==> src/rtl/demux_1_to_3_reg_if.sv <==
// Bus bundle for the registered 1-to-3 demultiplexer: one producer port with
// one-hot select, plus three valid/ready destination channels.
interface demux_1_to_3_reg_if #(
    parameter int WORD_LENGTH     = 8,
    parameter int ERR_COUNT_WIDTH = 8
);
    logic [WORD_LENGTH-1:0]     in;
    logic                       in_valid;
    logic                       in_ready;
    logic                       sel_first;
    logic                       sel_second;
    logic                       sel_third;
    logic [WORD_LENGTH-1:0]     first;
    logic                       first_valid;
    logic                       first_ready;
    logic [WORD_LENGTH-1:0]     second;
    logic                       second_valid;
    logic                       second_ready;
    logic [WORD_LENGTH-1:0]     third;
    logic                       third_valid;
    logic                       third_ready;
    logic                       sel_error;
    logic [ERR_COUNT_WIDTH-1:0] err_count;

    // Producer and consumers drive this side.
    modport master (
        output in, in_valid, sel_first, sel_second, sel_third,
               first_ready, second_ready, third_ready,
        input  in_ready, first, first_valid, second, second_valid,
               third, third_valid, sel_error, err_count
    );

    // The demultiplexer itself.
    modport slave (
        input  in, in_valid, sel_first, sel_second, sel_third,
               first_ready, second_ready, third_ready,
        output in_ready, first, first_valid, second, second_valid,
               third, third_valid, sel_error, err_count
    );
endinterface

==> src/rtl/demux_1_to_3_reg.sv <==
// Registered 1-to-3 demultiplexer: a one-hot select steers each accepted word
// into one of three single-entry valid/ready output registers.
module demux_1_to_3_reg #(
    parameter int WORD_LENGTH     = 8,
    parameter int ERR_COUNT_WIDTH = 8
) (
    input  logic                clk,
    input  logic                rst,
    demux_1_to_3_reg_if.slave   bus
);

    function automatic logic is_one_hot3(input logic [2:0] v);
        case (v)
            3'b001, 3'b010, 3'b100: return 1'b1;
            default:                return 1'b0;
        endcase
    endfunction

    logic [2:0]                 sel_s;
    logic [2:0]                 ready_s;
    logic [2:0]                 free_s;
    logic                       sel_ok_s;
    logic                       in_ready_s;
    logic                       accept_s;
    logic [WORD_LENGTH-1:0]     data_r [3];
    logic [2:0]                 valid_r;
    logic                       sel_error_r;
    logic [ERR_COUNT_WIDTH-1:0] err_count_r;

    assign sel_s   = {bus.sel_third, bus.sel_second, bus.sel_first};
    assign ready_s = {bus.third_ready, bus.second_ready, bus.first_ready};
    assign free_s  = ~valid_r | ready_s;

    // Select decode and input handshake; bad selects are always consumed.
    always_comb begin
        sel_ok_s   = is_one_hot3(sel_s);
        in_ready_s = 1'b0;
        if (rst) begin
            in_ready_s = 1'b0;
        end else if (sel_ok_s) begin
            in_ready_s = |(sel_s & free_s);
        end else begin
            in_ready_s = 1'b1;
        end
        accept_s = bus.in_valid && in_ready_s;
    end

    // Channel registers: load on a routed accept, otherwise drain on delivery.
    always_ff @(posedge clk) begin
        if (rst) begin
            for (int k = 0; k < 3; k++) begin
                data_r[k]  <= {WORD_LENGTH{1'b0}};
                valid_r[k] <= 1'b0;
            end
        end else begin
            for (int k = 0; k < 3; k++) begin
                if (accept_s && sel_ok_s && sel_s[k]) begin
                    data_r[k]  <= bus.in;
                    valid_r[k] <= 1'b1;
                end else if (valid_r[k] && ready_s[k]) begin
                    valid_r[k] <= 1'b0;
                end else begin
                    valid_r[k] <= valid_r[k];
                end
            end
        end
    end

    // Dropped-word pulse and saturating error counter.
    always_ff @(posedge clk) begin
        if (rst) begin
            sel_error_r <= 1'b0;
            err_count_r <= {ERR_COUNT_WIDTH{1'b0}};
        end else begin
            sel_error_r <= accept_s && !sel_ok_s;
            if (accept_s && !sel_ok_s && (err_count_r != {ERR_COUNT_WIDTH{1'b1}})) begin
                err_count_r <= err_count_r + {{(ERR_COUNT_WIDTH-1){1'b0}}, 1'b1};
            end else begin
                err_count_r <= err_count_r;
            end
        end
    end

    assign bus.in_ready     = in_ready_s;
    assign bus.first        = data_r[0];
    assign bus.second       = data_r[1];
    assign bus.third        = data_r[2];
    assign bus.first_valid  = valid_r[0];
    assign bus.second_valid = valid_r[1];
    assign bus.third_valid  = valid_r[2];
    assign bus.sel_error    = sel_error_r;
    assign bus.err_count    = err_count_r;

endmodule

==> src/flat_wrapper.sv <==
// flat-port wrapper written by rule: the top's interface ports become plain ports
module demux_1_to_3_reg_flat 
#(
    parameter int WORD_LENGTH     = 8,
    parameter int ERR_COUNT_WIDTH = 8
)
  (clk, rst, bus_in, bus_in_valid, bus_sel_first, bus_sel_second, bus_sel_third, bus_first_ready, bus_second_ready, bus_third_ready, bus_in_ready, bus_first, bus_first_valid, bus_second, bus_second_valid, bus_third, bus_third_valid, bus_sel_error, bus_err_count);
  demux_1_to_3_reg_if #(.WORD_LENGTH(WORD_LENGTH), .ERR_COUNT_WIDTH(ERR_COUNT_WIDTH)) bus_i ();
  input  logic clk;
  input  logic rst;
  input wire logic [$bits(bus_i.in)-1:0] bus_in;
  input wire logic [$bits(bus_i.in_valid)-1:0] bus_in_valid;
  input wire logic [$bits(bus_i.sel_first)-1:0] bus_sel_first;
  input wire logic [$bits(bus_i.sel_second)-1:0] bus_sel_second;
  input wire logic [$bits(bus_i.sel_third)-1:0] bus_sel_third;
  input wire logic [$bits(bus_i.first_ready)-1:0] bus_first_ready;
  input wire logic [$bits(bus_i.second_ready)-1:0] bus_second_ready;
  input wire logic [$bits(bus_i.third_ready)-1:0] bus_third_ready;
  output wire logic [$bits(bus_i.in_ready)-1:0] bus_in_ready;
  output wire logic [$bits(bus_i.first)-1:0] bus_first;
  output wire logic [$bits(bus_i.first_valid)-1:0] bus_first_valid;
  output wire logic [$bits(bus_i.second)-1:0] bus_second;
  output wire logic [$bits(bus_i.second_valid)-1:0] bus_second_valid;
  output wire logic [$bits(bus_i.third)-1:0] bus_third;
  output wire logic [$bits(bus_i.third_valid)-1:0] bus_third_valid;
  output wire logic [$bits(bus_i.sel_error)-1:0] bus_sel_error;
  output wire logic [$bits(bus_i.err_count)-1:0] bus_err_count;
  assign bus_i.in = bus_in;
  assign bus_i.in_valid = bus_in_valid;
  assign bus_i.sel_first = bus_sel_first;
  assign bus_i.sel_second = bus_sel_second;
  assign bus_i.sel_third = bus_sel_third;
  assign bus_i.first_ready = bus_first_ready;
  assign bus_i.second_ready = bus_second_ready;
  assign bus_i.third_ready = bus_third_ready;
  assign bus_in_ready = bus_i.in_ready;
  assign bus_first = bus_i.first;
  assign bus_first_valid = bus_i.first_valid;
  assign bus_second = bus_i.second;
  assign bus_second_valid = bus_i.second_valid;
  assign bus_third = bus_i.third;
  assign bus_third_valid = bus_i.third_valid;
  assign bus_sel_error = bus_i.sel_error;
  assign bus_err_count = bus_i.err_count;
  demux_1_to_3_reg #(.WORD_LENGTH(WORD_LENGTH), .ERR_COUNT_WIDTH(ERR_COUNT_WIDTH)) u_core (.clk(clk), .rst(rst), .bus(bus_i));
endmodule
==> config.mk <==
export PLATFORM = sky130hd
export DESIGN_NAME = demux_1_to_3_reg_flat
export DESIGN_NICKNAME = d
export VERILOG_FILES = /design/src/rtl/demux_1_to_3_reg_if.sv /design/src/rtl/demux_1_to_3_reg.sv /design/src/flat_wrapper.sv
export SDC_FILE = /design/constraint.sdc
export NUM_CORES = 1
export LEC_CHECK = 0
export ABC_AREA = 1
export CAP_MARGIN = 20
export CORE_MARGIN = 1
export CORE_UTILIZATION = 30
export DETAILED_ROUTE_END_ITERATION = 7
export SYNTH_ARGS = -nofsm -noshare
export SYNTH_HDL_FRONTEND = slang
export SYNTH_SLANG_ARGS = --single-unit
==> constraint.sdc <==
create_clock -name clk -period 2 [get_ports clk]
set_input_delay 0.4 -clock clk [delete_from_list [all_inputs] [get_ports clk]]
set_output_delay 0.4 -clock clk [all_outputs]
set_load 0.02 [all_outputs]
==> run metrics <==
Post-CTS Setup Inserts=0; Fin. Hold Viols=0; WP data required=~1.6 ns; crit path kind=input pin to output port; Via Count=approximately 1,200; crit path cell chain=clkdlybuf4s50_1, inv_1, nand2_1, nand3_2, nand2_1, a21oi_1, buf_4; Worst path most repeated cell=nand2_1; first-pass GRT wire length=4930 µm; initial antenna violation count=0; gr usage total=between 10% and 20%; Max Freq=roughly 0.54 GHz; max-cap violation count=0; Routed WL per cell=between 10 and 15 µm; Final period util=between 90% and 100%; largest net degree at the start of global routing=13; Routed WL=around 3000 µm; top cell family by delay on the critical path=buffers and inverters; Ports=between 50 and 60; CP peak stage delay=0.46 ns; Max Slew Vio Count=0; Clk pin slew, worst setup/hold paths=approximately 0.070 ns; # hold bufs at CTS=0; Residual DRC=0; antenna viol nets, final=0; Root Buffer=clkbuf_8; Hold Path Class=flip-flop to flip-flop; final-stage net count=around 230; Final setup viols=0; Max VDD drop=between 0.3 and 0.4 mV; CTS tree=built; Area after DPL=2240 µm²; Yosys reg bits=36; 1st-iter DRT viols=33; worst-path fanout max=4; Rel. slew slack=between 80% and 90%; # rows=25; Gate Count Post-Synth=141; Cell variety after synth=20; slowest library cell on the worst path=clkdlybuf4s50_1; Tmin final=between 1.5 and 2 ns; DP Cell Count=approximately 270; most common cell after layout, fill and taps aside=clkdlybuf4s50_1; Initial DRT Pass Iterations=4; Mapped Avg Cell Area=roughly 11 µm²; Synth Warn #=0; core area=approximately 4800 µm²; Mapped Nets=about 160; Final Cell Area=around 2300 µm²; startpoint types=input pin; GRT overflow=0; Die ar.=between 5000 and 6000 µm²; RSZ-0062 raised after global routing=no; Die Width=between 70 and 80 µm; commonest cells after routing, fill and taps aside=clkdlybuf4s50_1, nand2_1, edfxtp_1; Worst-Skew Late Latency=between 0.2 and 0.3 ns; H-tree levels=2; n_diodes=0; clock skew=between 0.0015 and 0.002 ns; final std cells w/o fill=between 200 and 300; CP arrival=~1.5 ns; M3 GR Usage=around 4.3%; met2 Resource Use GR=a little over a fifth; TritonCTS Buffers=5; static leakage=about 0.95 nW; crit end category=output port; Post-Syn Area=between 1000 and 1500 µm²; synth-to-layout area growth=57.3%; layout cells sized above 1=14.4%; met1 usage=~14%; vias in the first global route=approximately 1,100; Most Crowded Layer GR=met2; Buf/Inv on CP=3; worst-margin pin slew=roughly 0.25 ns; areal power density over the cells=between 700 and 800 nW/µm²; hpwl dp=around 2300 µm; Starting Density=31.4%; routability cong.=0.789; Vias/cell=~4.1; Clock Sinks=36; Die Height=a little over 70 µm; Longest Clk Path Bufs=2; count of input and output buffers=53; outcome=completed; sequential fraction of the synthesis area=between 60 and 70%
## flip-flops by register name, indices dropped and copies added (netlist names)
signal,count
u_core.valid_r,3
u_core.data_r,24
u_core.bus.err_count,8
u_core.bus.sel_error,1
## synthesized netlist by cell type, drive strengths merged
cell	n	area, µm²
nand3	5	35.0
nand2	30	113
nand4	5	61.3
inv	22	82.6
a21oi	9	45.0
o21ai	7	35.0
nor3	1	5.00
buf	1	11.3
xor2	2	17.5
dfxtp	12	240
edfxtp	24	721
xnor2	3	26.3
ha	1	12.5
clkinv	1	5.00
nor2	18	82.6
## cells by family after synthesis
family	Yosys count	synth area share (%)
AO/OA/AOI/OAI	16	5.36
XOR/XNOR	5	2.93
adder cells (fa/ha/maj)	1	0.838
buffers and inverters	24	6.62
flip-flops	36	64.4
AND/OR/NAND/NOR	59	19.9
## path summary, 6_finish.rpt
check	from	end	slack [ns]	cells past startpoint
max reg2reg	u_core.valid_r[2]	u_core.data_r[0][1]	0.49	9
min	u_core.valid_r[0]	u_core.valid_r[0]	0.49	2
min reg2reg	u_core.valid_r[0]	u_core.valid_r[0]	0.49	2
max	bus_sel_second	bus_in_ready	0.15	7
## worst reg2reg max path, cell delays in order, from the launching register on
cell and delay [ns]:
dfxtp_1 0.33, a21oi_1 0.15, nor2_1 0.08, buf_4 0.13, inv_1 0.08, nand4_4 0.08, inv_2 0.07, nand2_1 0.06
nand2_1 0.11, buf_12 0.14
## timing repair
action,in CTS,in global routing
endpoints found under the setup margin,1,1
resized for setup,3,2
endpoints found under the hold margin,0,0
## metrics by stage
stage          power (mW)  hold WS [ns]  util, %  setup WS [ns]  TNS, ns
2_1_floorplan       0.977         0.522        -          0.460        0
3_3_place_gp         1.14         0.476     47.1         -0.326    -2.74
3_5_place_dp         1.14         0.479     47.1         -0.308    -2.64
4_1_cts              1.76         0.494     49.4         0.0212        0
5_1_grt              1.81         0.503     49.4        0.00256        0
6_report             1.73         0.489     49.4          0.145        0
## where the power goes
part	switching (mW)	internal [mW]
clock network	0.248	0.368
registers	0.0133	0.836
logic	0.132	0.137
total	0.394	1.34
## routing by layer
| metal | up-vias | part of all wire [%] |
|---|---|---|
| li1 | 605 | - |
| met1 | 523 | 43 |
| met2 | 40 | 49 |
| met3 | 2 | 6.9 |
| met4 | 0 | 0.95 |
| met5 | - | 0 |
## final cells by class
class / count / area (µm²)
Fill cell: 468 / 2410
Sequential cell: 36 / 961
Timing Repair Buffer: 67 / 671
Multi-Input combinational cell: 81 / 433
Inverter: 23 / 87.6
Tap cell: 67 / 83.8
Clock buffer: 5 / 68.8
Clock inverter: 3 / 42.5
No activity file was read; power rests on OpenSTA's default activity.
